--- src/rtl/maple_frame_decoder.sv ---
// rtl/maple_frame_decoder.sv - Maple bus start/end pattern and data byte decoder
// Three independent decoders driven by pre-synchronized SDCKA/SDCKB levels and edge strobes.
module maple_frame_decoder #(
   parameter int unsigned START_FRAME_PULSES = 4,
   parameter int unsigned START_CRC_PULSES   = 6,
   parameter int unsigned START_OCC_PULSES   = 8,
   parameter int unsigned START_RESET_PULSES = 14,
   parameter int unsigned END_PULSES         = 2
) (
   input  logic       clk,
   input  logic       reset,
   input  logic       enable,
   input  logic       sdcka_data,
   input  logic       sdckb_data,
   input  logic       sdcka_posedge,
   input  logic       sdcka_negedge,
   input  logic       sdckb_posedge,
   input  logic       sdckb_negedge,
   output logic       start_frame,
   output logic       start_with_crc,
   output logic       start_occupancy,
   output logic       start_reset,
   output logic       start_frame_error,
   output logic       end_frame,
   output logic       end_frame_error,
   output logic [7:0] data,
   output logic       write
);

   typedef enum logic {S_IDLE, S_COUNT} pat_state_t;

   localparam logic [3:0] CNT_FRAME = 4'(START_FRAME_PULSES);
   localparam logic [3:0] CNT_CRC   = 4'(START_CRC_PULSES);
   localparam logic [3:0] CNT_OCC   = 4'(START_OCC_PULSES);
   localparam logic [3:0] CNT_RESET = 4'(START_RESET_PULSES);
   localparam logic [3:0] CNT_END   = 4'(END_PULSES);

   pat_state_t st_state_q, st_state_d;
   logic [3:0] st_cnt_q, st_cnt_d;
   pat_state_t en_state_q, en_state_d;
   logic [3:0] en_cnt_q, en_cnt_d;

   logic sf_q, sf_d, crc_q, crc_d, occ_q, occ_d, rst_q, rst_d, sferr_q, sferr_d;
   logic ef_q, ef_d, eferr_q, eferr_d;

   logic       phase_q, phase_d;
   logic [2:0] bit_cnt_q, bit_cnt_d;
   logic [6:0] shift_q, shift_d;
   logic [7:0] data_q, data_d;
   logic       write_q, write_d;
   logic       take_bit;
   logic       bit_in;

   // Start pattern: A falls with B high, count B falls, classify on A rise.
   always_comb begin
      st_state_d = st_state_q;
      st_cnt_d   = st_cnt_q;
      sf_d       = 1'b0;
      crc_d      = 1'b0;
      occ_d      = 1'b0;
      rst_d      = 1'b0;
      sferr_d    = 1'b0;
      case (st_state_q)
         S_IDLE: begin
            if (sdcka_negedge && sdckb_data) begin
               st_state_d = S_COUNT;
               st_cnt_d   = 4'd0;
            end
         end
         S_COUNT: begin
            if (sdcka_posedge) begin
               st_state_d = S_IDLE;
               st_cnt_d   = 4'd0;
               if (st_cnt_q == CNT_FRAME)      sf_d    = 1'b1;
               else if (st_cnt_q == CNT_CRC)   crc_d   = 1'b1;
               else if (st_cnt_q == CNT_OCC)   occ_d   = 1'b1;
               else if (st_cnt_q == CNT_RESET) rst_d   = 1'b1;
               else                            sferr_d = 1'b1;
            end else if (sdckb_negedge && st_cnt_q != 4'd15) begin
               st_cnt_d = st_cnt_q + 4'd1;
            end
         end
         default: st_state_d = S_IDLE;
      endcase
   end

   // End pattern: B falls with A high, count A falls, classify on B rise.
   always_comb begin
      en_state_d = en_state_q;
      en_cnt_d   = en_cnt_q;
      ef_d       = 1'b0;
      eferr_d    = 1'b0;
      case (en_state_q)
         S_IDLE: begin
            if (sdckb_negedge && sdcka_data) begin
               en_state_d = S_COUNT;
               en_cnt_d   = 4'd0;
            end
         end
         S_COUNT: begin
            if (sdckb_posedge) begin
               en_state_d = S_IDLE;
               en_cnt_d   = 4'd0;
               if (en_cnt_q == CNT_END)    ef_d    = 1'b1;
               else if (en_cnt_q != 4'd0)  eferr_d = 1'b1;
            end else if (sdcka_negedge && en_cnt_q != 4'd15) begin
               en_cnt_d = en_cnt_q + 4'd1;
            end
         end
         default: en_state_d = S_IDLE;
      endcase
   end

   // Data bits alternate lines: phase A (0) samples B on A fall, phase B samples A on B fall.
   always_comb begin
      phase_d   = phase_q;
      bit_cnt_d = bit_cnt_q;
      shift_d   = shift_q;
      data_d    = data_q;
      write_d   = 1'b0;
      take_bit  = 1'b0;
      bit_in    = 1'b0;
      if (!enable) begin
         phase_d   = 1'b0;
         bit_cnt_d = 3'd0;
      end else begin
         if (!phase_q && sdcka_negedge) begin
            take_bit = 1'b1;
            bit_in   = sdckb_data;
         end else if (phase_q && sdckb_negedge) begin
            take_bit = 1'b1;
            bit_in   = sdcka_data;
         end
         if (take_bit) begin
            phase_d = ~phase_q;
            if (bit_cnt_q == 3'd7) begin
               data_d    = {shift_q, bit_in};
               write_d   = 1'b1;
               bit_cnt_d = 3'd0;
            end else begin
               shift_d   = {shift_q[5:0], bit_in};
               bit_cnt_d = bit_cnt_q + 3'd1;
            end
         end
      end
   end

   always_ff @(posedge clk) begin
      if (reset) begin
         st_state_q <= S_IDLE;
         st_cnt_q   <= 4'd0;
         en_state_q <= S_IDLE;
         en_cnt_q   <= 4'd0;
         sf_q       <= 1'b0;
         crc_q      <= 1'b0;
         occ_q      <= 1'b0;
         rst_q      <= 1'b0;
         sferr_q    <= 1'b0;
         ef_q       <= 1'b0;
         eferr_q    <= 1'b0;
         phase_q    <= 1'b0;
         bit_cnt_q  <= 3'd0;
         shift_q    <= 7'd0;
         data_q     <= 8'd0;
         write_q    <= 1'b0;
      end else begin
         st_state_q <= st_state_d;
         st_cnt_q   <= st_cnt_d;
         en_state_q <= en_state_d;
         en_cnt_q   <= en_cnt_d;
         sf_q       <= sf_d;
         crc_q      <= crc_d;
         occ_q      <= occ_d;
         rst_q      <= rst_d;
         sferr_q    <= sferr_d;
         ef_q       <= ef_d;
         eferr_q    <= eferr_d;
         phase_q    <= phase_d;
         bit_cnt_q  <= bit_cnt_d;
         shift_q    <= shift_d;
         data_q     <= data_d;
         write_q    <= write_d;
      end
   end

   assign start_frame       = sf_q;
   assign start_with_crc    = crc_q;
   assign start_occupancy   = occ_q;
   assign start_reset       = rst_q;
   assign start_frame_error = sferr_q;
   assign end_frame         = ef_q;
   assign end_frame_error   = eferr_q;
   assign data              = data_q;
   assign write             = write_q;

endmodule

--- config.mk ---
export PLATFORM = sky130hd
export DESIGN_NAME = maple_frame_decoder
export DESIGN_NICKNAME = d
export VERILOG_FILES = /design/src/rtl/maple_frame_decoder.sv
export SDC_FILE = /design/constraint.sdc
export NUM_CORES = 1
export LEC_CHECK = 0
export CAP_MARGIN = 20
export CORE_UTILIZATION = 30
export DETAILED_ROUTE_END_ITERATION = 8
export GPL_ROUTABILITY_DRIVEN = 0
export PLACE_DENSITY = 0.62
export SYNTH_ARGS = -nofsm -noshare
export SYNTH_HDL_FRONTEND = slang
export SYNTH_SLANG_ARGS = --single-unit
--- constraint.sdc ---
create_clock -name clk -period 1.6 [get_ports clk]
set_input_delay 0.4 -clock clk [delete_from_list [all_inputs] [get_ports clk]]
set_output_delay 0.4 -clock clk [all_outputs]
set_load 0.02 [all_outputs]
== Word-level counts from Yosys, hierarchy flattened ==
Index checks and enable logic that the tools add are counted.
Word-level totals
  register bits: 37
  input bits: 9
  output and inout port bits: 16
  logic and storage cells: 87
Cells by class
  $add $sub $neg: 3
  equality and inequality tests: 12
  muxes and demuxes: 28
  bitwise logic cells: 8
  reduce and logical (&&, ||, !) cells: 20
Operators with widths (number)
  $mux 4: 6
  $mux 1: 17
  $pmux 4 s2: 2
  $reduce_or 3->1: 3
  $add 4x1->4 const B: 2
  $eq 4x3->1 const B: 2
  $eq 4x4->1 const B: 2
  $ne 4x4->1 const B: 2
  $not 1->1: 8
  $reduce_or 4->1: 2
  $logic_and 1x1->1: 6
  $ne 3x2->1 const B: 2
  $reduce_and 3->1: 2
  $reduce_or 6->1: 1
  $reduce_or 5->1: 1
  $eq 4x2->1 const B: 1
  $ne 2x2->1 const B: 2
  $pmux 1 s2: 2
  $reduce_and 2->1: 2
  $reduce_bool 4->1: 1
  $add 3x1->3 const B: 1
  $eq 3x3->1 const B: 1
  $mux 3: 1
  $reduce_or 2->1: 1
  $logic_not 1->1: 1

== Depth between registers and ports, before layout ==
Gate-level depths: netlist of run 1.
  depth in word-level cells: 6
  gate-level depth with buffers: 6

== Worst setup path before layout of run 1 ==
Ideal clock, no wire load.
  kind: reg2reg
  start: reg bit_cnt_q[0]
  end: reg shift_q[0]
  library setup time: 0.128 ns
  arrival: 1.255 ns
  data required time: 1.472 ns
  slack: 0.217 ns
  stages on the path, launching flop included: 7
  path buffers: 1
  cells stage by stage: dfxtp_1 > ha_1 > ha_1 > nor3b_2 > buf_6 > mux2i_1 > nor2_1
On the way
  word-level cells in the longest chain between the ends: 3
RTL lines
  start: declaration: line 47  | logic [2:0] bit_cnt_q, bit_cnt_d;
  start signal: assignment: line 179  | bit_cnt_q <= bit_cnt_d;
  $eq 3x3->1: line 136  | if (bit_cnt_q == 3'd7) begin
  $not 1->1 (no line)
  $reduce_and 3->1 (no line)
  end signal: assignment: line 180  | shift_q <= shift_d;
  end: declaration: line 48  | logic [6:0] shift_q, shift_d;
No other way between the ends.
A chain may end at the register's enable or synchronous reset.

== Final worst setup path of run 1 ==
  start: reg bit_cnt_q[0]
  end: reg shift_q[6]
The elaborated chain is that of the path after synthesis.

==> results of run 1 <==
## metal layers
layer / track usage / vias up / wire length, um
li1: - / 688 / -
met1: 0.164 / 611 / 1530
met2: 0.201 / 24 / 1420
met3: 0.0535 / 5 / 191
met4: 0.0432 / 0 / 42
met5: 0 / - / 0
## cells in the mapped netlist, drive strengths merged (3+ instances only)
master  number  area [um2]
a21oi        7        35.0
clkbuf       4        15.0
dfxtp       37         741
ha           9         113
inv          7        26.3
mux2i       18         193
nand2       13        48.8
nand2b       5        31.3
nand3        5        25.0
nand4        3        18.8
nor2        27         118
nor3         7        35.0
nor3b        3        27.5
o21ai       10        50.1
## cells in the final DEF (no fill, tap or decap)
master / n
o21a_1: 1
o21ai_1: 1
nor2b_1: 2
ha_1: 9
a31oi_1: 2
a21o_1: 2
clkdlybuf4s50_1: 6
dlygate4sd2_1: 9
mux2i_4: 1
o31ai_1: 2
a2bb2oi_1: 1
a211oi_1: 2
mux2i_1: 17
nor2_8: 1
buf_6: 1
dfxtp_1: 37
a21oi_1: 7
nand3b_1: 1
nor4_1: 1
nand3_1: 5
dlymetal6s2s_1: 9
inv_1: 7
nand2_1: 13
a221oi_1: 2
nor3b_1: 2
o21ai_0: 9
nand2b_1: 5
clkbuf_8: 5
clkbuf_1: 3
nand4_1: 3
buf_4: 18
nor3b_2: 1
nor3_1: 7
nor2_1: 26
## registers in the layout (all words and copies together) (netlist names), 3 cells and up
name and cells:
data 8, shift_q 7, st_cnt_q 4, bit_cnt_q 3, en_cnt_q 4
## metrics by stage
| stage | hold WS, ns | cells | utilization |
|---|---|---|---|
| finish | 0.481 | 288 | 0.417 |
| global route | 0.491 | 288 | 0.417 |
| CTS | 0.500 | 288 | 0.412 |
| detailed placement | 0.483 | 280 | 0.399 |
| global placement | 0.481 | 280 | 0.399 |
| floorplan | 0.460 | 172 | - |
## layout make-up
| cell class | count | area (um2) | area share |
|---|---|---|---|
| sequential | 37 | 741 | 0.345 |
| tap | 70 | 87.6 | 0.0408 |
| timing repair buffer | 43 | 398 | 0.186 |
| multi-input combinational | 123 | 812 | 0.379 |
| clock buffer | 8 | 80.1 | 0.0373 |
| inverter | 7 | 26.3 | 0.0123 |
## worst reg2reg max path: stages, from the launching register on
cell	delay, ns
dfxtp_1	0.32
ha_1	0.22
ha_1	0.21
nor3b_2	0.19
buf_6	0.17
mux2i_1	0.19
nor2_1	0.05
## where the power goes
group          total (uW)  internal (uW)  switching, uW
registers             938            929           8.91
logic                 152           79.4           72.3
clock network         621            309            311
total                1710           1320            392
## timing repair
| action | 4_1_cts | 5_1_grt |
|---|---|---|
| pin swaps | 0 | 1 |
| hold endpoints to repair | 0 | 0 |
| buffers inserted | 0 | 0 |
| setup endpoints to repair | 10 | 28 |
| gates resized for setup | 10 | 10 |
## cells by family after synthesis
kind of cell               after synthesis  synth area share
and+or+nand+nor                         67             0.206
DFF                                     37             0.461
adders and majority gates                9            0.0701
buffers and inverters                   12            0.0327
AOI/OAI and AO/OA                       29             0.110
muxes                                   18             0.120
## final timing paths
path                                  end  slack, ns                      start  depth (start not counted)
setup / recovery  shift_q[6]$_SDFFE_PP0P_       0.14  bit_cnt_q[0]$_SDFFE_PP0P_                          6
hold / removal       phase_q$_SDFFE_PP0P_       0.48              sdckb_negedge                          2
setup reg to reg  shift_q[6]$_SDFFE_PP0P_       0.14  bit_cnt_q[0]$_SDFFE_PP0P_                          6
hold reg to reg      data[4]$_SDFFE_PP0P_       0.49       data[4]$_SDFFE_PP0P_                          2
==> flow_summary.ini, run 1 <==
[worst_setup_path]
crit_arrival_ns = 1.63
max_stage_delay_ns = 0.32
critPathBufInv = 1
crit_path_top_delay_cell = dfxtp_1
end_kind = flop
required_ns = 1.77
critPathKind = flop to flop
cp-start-kind = flop
crit_top_cell = ha_1
crit_chain = ha_1 > ha_1 > nor3b_2 > buf_6 > mux2i_1 > nor2_1
cp_top_family = adder cells
cp_max_fo = 7

[place]
placed_area_mm2 = 0.00205
pre_cts_ws_ns = -0.325
portBuffers = 24
hpwl_um = 2310

[clocking]
cts.sinks = 37
clock_path_buffers = 2
cts_made_buffers = 5
cts_root_buf = clkbuf_8
ctsHoldBuffers = 0
clk_latency_ns = 0.29
htreeDepth = 2
clk_pin_slew_ns = 0.07
tritoncts = built

[global_routing]
grt.overflow.total = 0
grt_max_degree = 21
grt_pass1_wl_um = 5490
grt_usage = 0.130
grt_pass1_vias = 1176
grt_antenna_before_repair = 0

[detailed_routing]
wl_um = 3180
drt_iter0_markers = 67
via_per_inst = 4.61
drc = 0
avgRoutedWirePerCell_um = 11.0
ant_nets = 0
via_count = 1328
drtPass1Iterations = 4

[timing]
finalCritPeriodShare = 0.913
final.setup_skew_ns = 0.00437
final.setup.tns_ns = 0
hold_viol = 0
layout_setup_ws_ns = 0.140
drv_slew = 0
max_clock_freq_mhz = 685
maxSlewHeadroom = 0.825
final.min_clock_period_ns = 1.46
tightest_slew_ns = 0.261
setup_violations = 0
rsz0062_at_grt = no

[synth]
synthesis.nets = 190
synth_area_mm2 = 0.00161
async_flop_share = 0
ys_seq_area_frac = 0.461
yosys_most_used_dff = dfxtp_1
yosys_warnings = 0
ys_ff_latch = 37
syn_area_per_cell_um2 = 9.33
netlist_instances = 172
synth_cell_types = 28
synth_edf_count = 0

[power_and_ir_drop]
p_leak_uw = 0.000981
worst_ir_drop_vdd_v = 0.000442
p_per_area_mw_per_mm2 = 798
power.total_uw = 1710

[die]
initial_core_util = 0.312
core_area_mm2 = 0.00514
ios = 25
die_h_um = 75.2
die_x_um = 75.2
dieArea_mm2 = 0.00565
rows = 26

[finish]
antenna_cells = 0
final_net_count = 235
drive_gt1_frac = 0.124
nFillCells = 550
syn_to_final_growth_pct = 33.6
post-route-cell-area_mm2 = 0.00214

[flow_run]
maxCapViolations = 0

[hold_path]
worstHoldPathType = primary input to flop

[run_status]
run_status = finished, final reports clean
Note: power is estimated with default switching activity, not from simulation.
==> run 2, diff against run 1 <==
==> constraint.sdc (replaced) <==
create_clock -name clk -period 1.5 [get_ports clk]
set_input_delay 0.375 -clock clk [delete_from_list [all_inputs] [get_ports clk]]
set_output_delay 0.375 -clock clk [all_outputs]
set_load 0.02 [all_outputs]
==> run 2 against run 1 <==
  * Critical path depth is the same
  * Total power up 20%
  * Die area stayed put
  * Flip-flop and latch count did not move
  * Utilization increased by 0.73 points
  * Sequential share of layout area down 0.54 points
  * First-iteration DRC count grew 12%
  * Critical endpoint is now shift_q[2]$_SDFFE_PP0P_
==> flow_summary.ini, run 2 (same netlist as run 1, synthesis figures left out) <==
[run_status]
run_status = finished, final reports clean

[worst_setup_path]
cp_max_fo = 7
rrSetupSlack_ns = 0.12
critPathKind = flop to flop
end_kind = flop
crit_arrival_ns = 1.55
required_ns = 1.67
cp-start-kind = flop

[detailed_routing]
drt_iter0_markers = 75
drc = 0
wl_um = 3180
ant_nets = 0
via_per_inst = 4.51
avgRoutedWirePerCell_um = 11.0
via_count = 1300
drtPass1Iterations = 4

[finish]
layout_common_cells = dfxtp_1 (36), nor2_1 (26), dlygate4sd2_1 (18), buf_4 (18), mux2i_1 (17)
final_net_count = 235
layout.cells.non_filler = 288
antenna_cells = 0
drive_gt1_frac = 0.161
syn_to_final_growth_pct = 35.9
final_util = 0.425
final_common_cell = dfxtp_1
largest_register_ffs = 8

[clocking]
tritoncts = built
clk_pin_slew_ns = 0.07
cts_root_buf = clkbuf_8
cts_made_buffers = 5
post_cts.repair.setup_buffers = 0
htreeDepth = 2
clk_latency_ns = 0.28
clock_path_buffers = 2
cts.sinks = 37
ctsHoldBuffers = 0

[global_routing]
grt_pass1_wl_um = 5680
grt_pass1_vias = 1282
use_met3 = 0.0375
grt-busiest-layer = met2
grt_antenna_before_repair = 0
use_met2 = 0.216
grt_usage = 0.134
grt.overflow.total = 0
grt_max_degree = 20
met1_usage = 0.170

[timing]
tightest_slew_ns = 0.297
hold_viol = 0
finalCritPeriodShare = 0.919
setup_violations = 0
max_clock_freq_mhz = 725
final.setup_skew_ns = 0.00436
final.setup.tns_ns = 0
maxSlewHeadroom = 0.802
whs_ns = 0.496
rsz0062_at_grt = no
drv_slew = 0
final.min_clock_period_ns = 1.38

[die]
rows = 26
dieArea_mm2 = 0.00565
initial_core_util = 0.312
ios = 25
die_h_um = 75.2
die_x_um = 75.2
core_area_mm2 = 0.00514

[power_and_ir_drop]
power.total_uw = 2050
p_per_area_mw_per_mm2 = 941
p_leak_uw = 0.000878
worst_ir_drop_vdd_v = 0.000441

[hold_path]
worstHoldPathType = flop to flop

[place]
dp_cells = 280
hpwl_um = 2380
portBuffers = 24

[flow_run]
maxCapViolations = 0
[run 2: area by class of cell]
class | instances | area (um2)
clock buffers | 6 | 82.6
clock inverters | 2 | 37.5
fillers | 530 | 2960
inverters | 7 | 26.3
multi-input cells | 123 | 842
flip-flops and latches | 37 | 742
well taps | 70 | 87.6
repair buffers | 43 | 364
[run 2: worst max-delay path, stage by stage (launching register included)]
cell     delay [ns]
dfxtp_2        0.34
ha_4           0.17
ha_2           0.17
nor3b_2        0.17
buf_6          0.17
mux2i_1        0.19
nor2_1         0.05
[run 2: power by group]
| part | internal, uW | switching, uW |
|---|---|---|
| Clock | 541 | 354 |
| Sequential | 991 | 9.30 |
| Combinational | 82.1 | 76.6 |
[run 2: final timing paths]
path | start | depth (start not counted) | endpoint
max reg2reg | bit_cnt_q[0]$_SDFFE_PP0P_ | 6 | shift_q[2]$_SDFFE_PP0P_
min | data[5]$_SDFFE_PP0P_ | 2 | data[5]$_SDFFE_PP0P_
min reg2reg | data[5]$_SDFFE_PP0P_ | 2 | data[5]$_SDFFE_PP0P_
max | bit_cnt_q[0]$_SDFFE_PP0P_ | 6 | shift_q[2]$_SDFFE_PP0P_
[run 2: per-layer routing]
metal / routed length (um) / vias to the layer above
met5: 0 / -
met4: 40 / 0
met3: 154 / 4
met2: 1420 / 28
met1: 1560 / 580
li1: - / 688
[run 2: stage by stage]
stage	cell area [um2]	worst slack, ns
6_report	2180	0.121
3_5_place_dp	2050	-0.401
5_1_grt	2180	0.000456
2_1_floorplan	1610	0.117
3_3_place_gp	2050	-0.332
4_1_cts	2150	0.0121
[run 2: repair_timing]
| item | in CTS | in global routing |
|---|---|---|
| gates resized for setup | 19 | 8 |
| pin swaps | 0 | 2 |
| setup endpoints to repair | 31 | 15 |
